$ cat src/rtl/countdown_timer_pkg.sv
// Shared types for the countdown timer: FSM state encoding.
// Imported by countdown_timer and countdown_timer_flopr_en.
package countdown_timer_pkg;

    localparam int STATE_W = 2;

    typedef enum logic [STATE_W-1:0] {
        ST_IDLE  = 2'd0,
        ST_RUN   = 2'd1,
        ST_PAUSE = 2'd2
    } state_e;

endpackage

$ cat src/rtl/countdown_timer_flopr_en.sv
// Enabled register with synchronous active-high clear.
// Ports: clk, i_sclr (clear), i_en (load enable), i_d (data), o_q (state).
module countdown_timer_flopr_en
    import countdown_timer_pkg::*;
#(
    parameter int WIDTH = 4
) (
    input  logic             clk,
    input  logic             i_sclr,
    input  logic             i_en,
    input  logic [WIDTH-1:0] i_d,
    output logic [WIDTH-1:0] o_q
);

    logic [WIDTH-1:0] q_q;
    logic [WIDTH-1:0] q_d;

    always_comb begin
        q_d = q_q;
        if (i_en) begin
            q_d = i_d;
        end
    end

    always_ff @(posedge clk) begin
        if (i_sclr) begin
            q_q <= '0;
        end else begin
            q_q <= q_d;
        end
    end

    assign o_q = q_q;

endmodule

$ cat src/rtl/countdown_timer.sv
// Loadable one-shot down-counter with start/stop, counting on i_en ticks.
// Ports: clk, i_sclr, i_load/i_load_val, i_start, i_stop, i_en -> o_cnt,
// o_busy (RUN or PAUSE), o_done (one-cycle completion pulse).
// Option: COUNTDOWN_TIMER_AUTORELOAD_EN reloads the last loaded value on the
// terminal tick and keeps running, giving a periodic o_done strobe.
module countdown_timer
    import countdown_timer_pkg::*;
#(
    parameter int WIDTH = 4
) (
    input  logic             clk,
    input  logic             i_sclr,
    input  logic             i_load,
    input  logic [WIDTH-1:0] i_load_val,
    input  logic             i_start,
    input  logic             i_stop,
    input  logic             i_en,
    output logic [WIDTH-1:0] o_cnt,
    output logic             o_busy,
    output logic             o_done
);

    localparam logic [WIDTH-1:0] CNT_ONE = {{(WIDTH-1){1'b0}}, 1'b1};

    state_e           state_q;
    state_e           state_d;
    logic             busy_q;
    logic             busy_d;
    logic             done_q;
    logic             done_d;
    logic [WIDTH-1:0] cnt_q;
    logic [WIDTH-1:0] cnt_d;
    logic             cnt_en;
    logic             cnt_nz;
    logic             cnt_last;

`ifdef COUNTDOWN_TIMER_AUTORELOAD_EN
    logic [WIDTH-1:0] reload_q;
    logic [WIDTH-1:0] reload_d;

    always_comb begin
        reload_d = reload_q;
        if (i_load) begin
            reload_d = i_load_val;
        end
    end

    always_ff @(posedge clk) begin
        if (i_sclr) begin
            reload_q <= '0;
        end else begin
            reload_q <= reload_d;
        end
    end
`endif

    assign cnt_nz   = (cnt_q != '0);
    assign cnt_last = (cnt_q == CNT_ONE);

    // i_stop outranks i_start, so asserting both never arms or resumes.
    always_comb begin
        state_d = state_q;
        cnt_d   = cnt_q;
        cnt_en  = 1'b0;
        done_d  = 1'b0;
        if (i_load) begin
            cnt_d   = i_load_val;
            cnt_en  = 1'b1;
            state_d = ST_IDLE;
        end else begin
            unique case (state_q)
                ST_IDLE: begin
                    if (!i_stop && i_start && cnt_nz) begin
                        state_d = ST_RUN;
                    end
                end
                ST_RUN: begin
                    if (i_stop) begin
                        state_d = ST_PAUSE;
                    end else if (i_en && cnt_last) begin
                        cnt_en = 1'b1;
                        done_d = 1'b1;
`ifdef COUNTDOWN_TIMER_AUTORELOAD_EN
                        if (reload_q != '0) begin
                            cnt_d = reload_q;
                        end else begin
                            cnt_d   = '0;
                            state_d = ST_IDLE;
                        end
`else
                        cnt_d   = '0;
                        state_d = ST_IDLE;
`endif
                    end else if (i_en && cnt_nz) begin
                        cnt_en = 1'b1;
                        cnt_d  = cnt_q - CNT_ONE;
                    end
                end
                ST_PAUSE: begin
                    if (!i_stop && i_start) begin
                        state_d = ST_RUN;
                    end
                end
                default: begin
                    state_d = ST_IDLE;
                end
            endcase
        end
    end

    // Busy is registered from the next state so it falls with o_done.
    assign busy_d = (state_d != ST_IDLE);

    always_ff @(posedge clk) begin
        if (i_sclr) begin
            state_q <= ST_IDLE;
            busy_q  <= 1'b0;
            done_q  <= 1'b0;
        end else begin
            state_q <= state_d;
            busy_q  <= busy_d;
            done_q  <= done_d;
        end
    end

    countdown_timer_flopr_en #(
        .WIDTH (WIDTH)
    ) u_cnt (
        .clk    (clk),
        .i_sclr (i_sclr),
        .i_en   (cnt_en),
        .i_d    (cnt_d),
        .o_q    (cnt_q)
    );

    assign o_cnt  = cnt_q;
    assign o_busy = busy_q;
    assign o_done = done_q;

endmodule

$ cat config.mk
export PLATFORM = sky130hd
export DESIGN_NAME = countdown_timer
export DESIGN_NICKNAME = d
export VERILOG_FILES = /design/src/rtl/countdown_timer_pkg.sv /design/src/rtl/countdown_timer_flopr_en.sv /design/src/rtl/countdown_timer.sv
export SDC_FILE = /design/constraint.sdc
export NUM_CORES = 1
export LEC_CHECK = 0
export CAP_MARGIN = 25
export CORE_MARGIN = 2
export CORE_UTILIZATION = 30
export CTS_BUF_LIST = sky130_fd_sc_hd__clkbuf_8
export CTS_CLUSTER_DIAMETER = 100
export DETAILED_ROUTE_END_ITERATION = 8
export PLACE_DENSITY = 0.65
export SETUP_SLACK_MARGIN = 0.15
export SYNTH_ARGS = -nofsm -noshare
export SYNTH_HDL_FRONTEND = slang
export SYNTH_SLANG_ARGS = --single-unit
$ cat constraint.sdc
create_clock -name clk -period 2.2 [get_ports clk]
set_clock_uncertainty 0.1 [all_clocks]
set_input_delay 0.33 -clock clk [delete_from_list [all_inputs] [get_ports clk]]
set_output_delay 0.33 -clock clk [all_outputs]
set_load 0.02 [all_outputs]
Word-level counts from Yosys, hierarchy flattened. Cells that the tools add are included.

Output and inout bits: 6. Register bits: 8. Input bits: 10. Word-level logic and storage cells: 39.

Add/sub/neg operators: 1. Bitwise gates (word level): 1. Equality and inequality tests: 4. Reductions and logical operators: 12. Multiplexer cells: 17.

Operators with widths (number): $mux W4 (5); $mux W2 (5); $mux W1 (6); $pmux W2 S3 (1); $eq A4 B1 Y1 const B (1); $logic_and A1 B1 Y1 (4); $reduce_and A4 Y1 (1); $reduce_bool A2 Y1 (2); $reduce_bool A4 Y1 (1); $reduce_or A4 Y1 (1); $sub A4 B1 Y4 const B (1); $reduce_bool A3 Y1 (1); $eq A2 B1 Y1 const B (1); $eq A2 B2 Y1 const B (1); $logic_not A2 Y1 (1); $ne A2 B2 Y1 const B (1); $logic_not A1 Y1 (1); $not A1 Y1 (1).

Logic depth before layout (Yosys ltp). Gate-level depths: netlist of the first run.

Depth in word-level cells: 8. Depth in mapped cells: 6. Depth with buffers taken out: 6.

Hierarchy. Synthesis of the first run repeated with hierarchy kept, for this count alone.

Cells, all modules: 60. Area, all modules: 514.2 sq um.

Modules (own cells, without submodules): countdown_timer (instances 1, seq. area each 80.1 sq um, area each 374.1 sq um, cells an instance 47); countdown_timer_flopr_en (instances 1, seq. area each 80.1 sq um, area each 140.1 sq um, cells an instance 13).

Least setup slack after synthesis of the first run. Ideal clock, no wire load.

Path kind: flip-flop to flip-flop. Start point: register u_cnt.q_q[0] (netlist: u_cnt.o_q[0]). End point: register u_cnt.q_q[0] (netlist: u_cnt.o_q[0]). Clock period less this slack: 1.895 ns. Setup time: 0.130 ns. Data required time: 1.970 ns. Path slack: 0.305 ns. Buffers on the path: 0. Cell stages (with the launch flop): 7. Arrival: 1.665 ns. Cells stage by stage: dfxtp_1 > inv_1 > ha_1 > nor4b_2 > nor4b_4 > mux2i_1 > a211oi_2.

Word-level cells in the longest chain between the ends: 8. Elaborated cells between the ends (all ways): 17. Classes of those cells: add/sub (1); eq/ne (1); mux (10); reduce/logical (5).

RTL lines: start: declaration (RTL line countdown_timer_flopr_en.sv:15) `logic [WIDTH-1:0] q_q;`; start signal: assignment (RTL line countdown_timer_flopr_en.sv:29) `q_q <= q_d;`; branches (longest 8 deep; another with $sub A4 B1 Y4).

Several ways; the timed one is not identified. The select of a mux whose other input is x is not followed. A chain may end at the register's enable or synchronous reset.

Final worst setup path of the first run. Same ends and word-level chain as after synthesis.

==> flow_metrics.py, run 1 <==
metrics = {
    "clock_network": {
        "postCtsSetupBuffers": 0,
        "ctsRootBufferMaster": "clkbuf_8",
        "htreeDepth": 1,
        "cts_sinks": 8,
        "cts_hold_buf": 0,
        "clk_pin_slew_worst_paths_ns": 0.04,
        "numCtsBuffers": 3,
        "clk_latency_ns": 0.23,
        "cts.repair.resized": 0,
        "tritoncts": "yes",
        "clk_path_buf_depth": 2,
    },
    "global_routing": {
        "grt_pass1_vias": 368,
        "grt_max_degree": 12,
        "grt_pass1_wl_um": 1550,
        "grt-ovfl-total": 0,
        "grt_usage": 0.112,
        "antenna_found_initial": 0,
    },
    "timing": {
        "max_freq_mhz": 528,
        "grt_setup_unrepaired": "false",
        "max_slew_margin": 0.727,
        "setup_viol": 0,
        "fin_crit_sh": 0.862,
        "tightest_slew_ns": 0.408,
        "timing.setup.tns_ns": 0,
        "finalCriticalPeriod_ns": 1.90,
        "hold_viol_final": 0,
        "setup_ws_ns": 0.304,
        "slew_violations": 0,
    },
    "setup_path": {
        "endpoint_kind": "register",
        "critPathMaxFanout": 6,
        "path_cells": "inv_1 > ha_1 > nor4b_2 > nor4b_4 > mux2i_1 > a211oi_2",
        "required_ns": 2.20,
        "cpMaxStageDelayCell": "nor4b_4",
        "crit_arrival_ns": 1.90,
        "cp-start-kind": "register",
        "slowest_delay_ns": 0.44,
        "cp_top_family": "simple AND/OR/NAND/NOR gates",
        "crit_buf_inv": 1,
        "crit_type": "reg2reg",
    },
    "finish": {
        "post-route-cell-area_um2": 671,
        "num_antenna_cells": 0,
        "drive_gt1_frac": 0.118,
        "syn_to_final_growth_pct": 43.7,
        "fillers": 145,
        "final_nets": 82,
    },
    "status": {
        "status": "finished clean",
    },
    "pwr": {
        "leakagePower_nw": 0.251,
        "p_per_area_nw_per_um2": 622,
        "peakVddDrop_uv": 379,
    },
    "die": {
        "die_y_um": 43.4,
        "rows": 14,
        "fp.dieW_um": 43.4,
        "start_util": 0.313,
        "coreArea_um2": 1490,
        "die_area_um2": 1890,
        "io_pins": 16,
    },
    "yosys": {
        "ys_warn_count": 0,
        "synth_most_common_cell": "dfxtp_1",
        "synthArstFlopShare": 0,
        "synth_commonest_cells": "dfxtp_1, inv_1, nor3_1",
        "synth.yosys.seq_area_share": 0.343,
        "synthCells": 52,
        "ys_top_cells_by_area": "dfxtp_1, inv_1, ha_1",
        "syn_area_um2": 467,
        "yosysTopAreaCellShare": 0.343,
        "synth_area_per_cell_um2": 8.97,
        "syn-num-nets": 64,
        "yosys.area.top_type": "dfxtp_1",
        "synth_cell_type_count": 26,
        "synth_ff_type": "dfxtp_1",
        "synth-edff-count": 0,
        "ys_ff_latch": 8,
    },
    "routing": {
        "wl_per_cell_um": 12.3,
        "dr.pass1.iters": 4,
        "vias": 447,
        "wl_um": 1030,
        "drc": 0,
        "viasPerCell": 5.32,
        "drt_iter0_drc": 9,
        "ant_nets": 0,
    },
    "hold_path": {
        "hp-class": "reg2reg",
    },
    "placement": {
        "place_congestion": 0.814,
        "io_buffers": 15,
        "place_area_um2": 629,
        "dp_hpwl_um": 796,
        "place_ws_ns": 0.300,
    },
    "job": {
        "drv_cap": 0,
    },
}
## through the flow
stage                     hold slack (ns)  power, mW   util  instances
after global routing                0.532      0.439  0.450         84
after CTS                           0.498      0.424  0.450         84
final                               0.504      0.417  0.450         84
after floorplan                     0.379      0.207      -         52
after detailed placement            0.490      0.243  0.423         81
after global placement              0.479      0.242  0.423         81
## per-layer routing
layer  track usage  wire (um)
met4        0.0545          0
met3        0.0375         49
met5             0          0
met1         0.138        476
met2         0.176        504
## cell families (layout without fill, tap and decap cells)
kind of cell	Yosys count	in the layout	share of synthesized area
and+or+nand+nor	21	21	0.316
muxes	2	2	0.0429
buffers and inverters	9	25	0.0724
DFF	8	8	0.343
AOI/OAI and AO/OA	10	10	0.172
adders and majority gates	2	2	0.0536
## placed cells by master (no fill, tap or decap), types with 2 or more instances in the layout
cell             synthesis  routed
o21ai_0                  2       2
nand4_1                  2       2
nor2_1                   4       4
nor3_1                   5       5
clkbuf_8                 0       3
inv_1                    7       7
a21oi_1                  2       2
clkdlybuf4s50_1          0      15
mux2i_1                  2       2
dfxtp_1                  8       8
ha_1                     2       2
## report_power, final
group,switching [mW],total [mW],internal [mW]
clock network,0.0581,0.177,0.119
registers,0.00893,0.161,0.152
logic,0.0364,0.0796,0.0432
total,0.103,0.417,0.314
## registers in the layout (all words and copies together) (netlist names)
signal	count
o_busy	1
o_done	1
state_q	2
u_cnt.o_q	4
## path summary, 6_finish.rpt
check             slack, ns  depth (start not counted)           end    startpoint
setup / recovery       0.30                          6  u_cnt.o_q[0]  u_cnt.o_q[0]
hold / removal         0.50                          2    state_q[1]    state_q[0]
setup reg to reg       0.30                          6  u_cnt.o_q[0]  u_cnt.o_q[0]
hold reg to reg        0.50                          2    state_q[1]    state_q[0]
## layout make-up
type | instances | area (um^2) | share of cell area
flip-flops and latches | 8 | 160 | 0.239
well taps | 16 | 20.0 | 0.0299
inverters | 7 | 26.3 | 0.0392
repair buffers | 15 | 150 | 0.224
multi-input cells | 35 | 273 | 0.407
clock buffers | 3 | 41.3 | 0.0616
## worst min-delay path, stage by stage, from the launching register on
cell and delay, ns:
dfxtp_1 0.35, o22a_1 0.16, nor3_1 0.05
Power figures use the tool's default switching activity.
==> run 2: changes to the inputs <==
--- a/config.mk
+++ b/config.mk
@@ -11,6 +11,7 @@
 export CTS_BUF_LIST = sky130_fd_sc_hd__clkbuf_8
 export CTS_CLUSTER_DIAMETER = 100
 export DETAILED_ROUTE_END_ITERATION = 8
+export HOLD_SLACK_MARGIN = 0.03
 export PLACE_DENSITY = 0.65
 export SETUP_SLACK_MARGIN = 0.15
 export SYNTH_ARGS = -nofsm -noshare
==> results of run 2 <==
Final layout, timing and power as in run 1 (identical DEF).
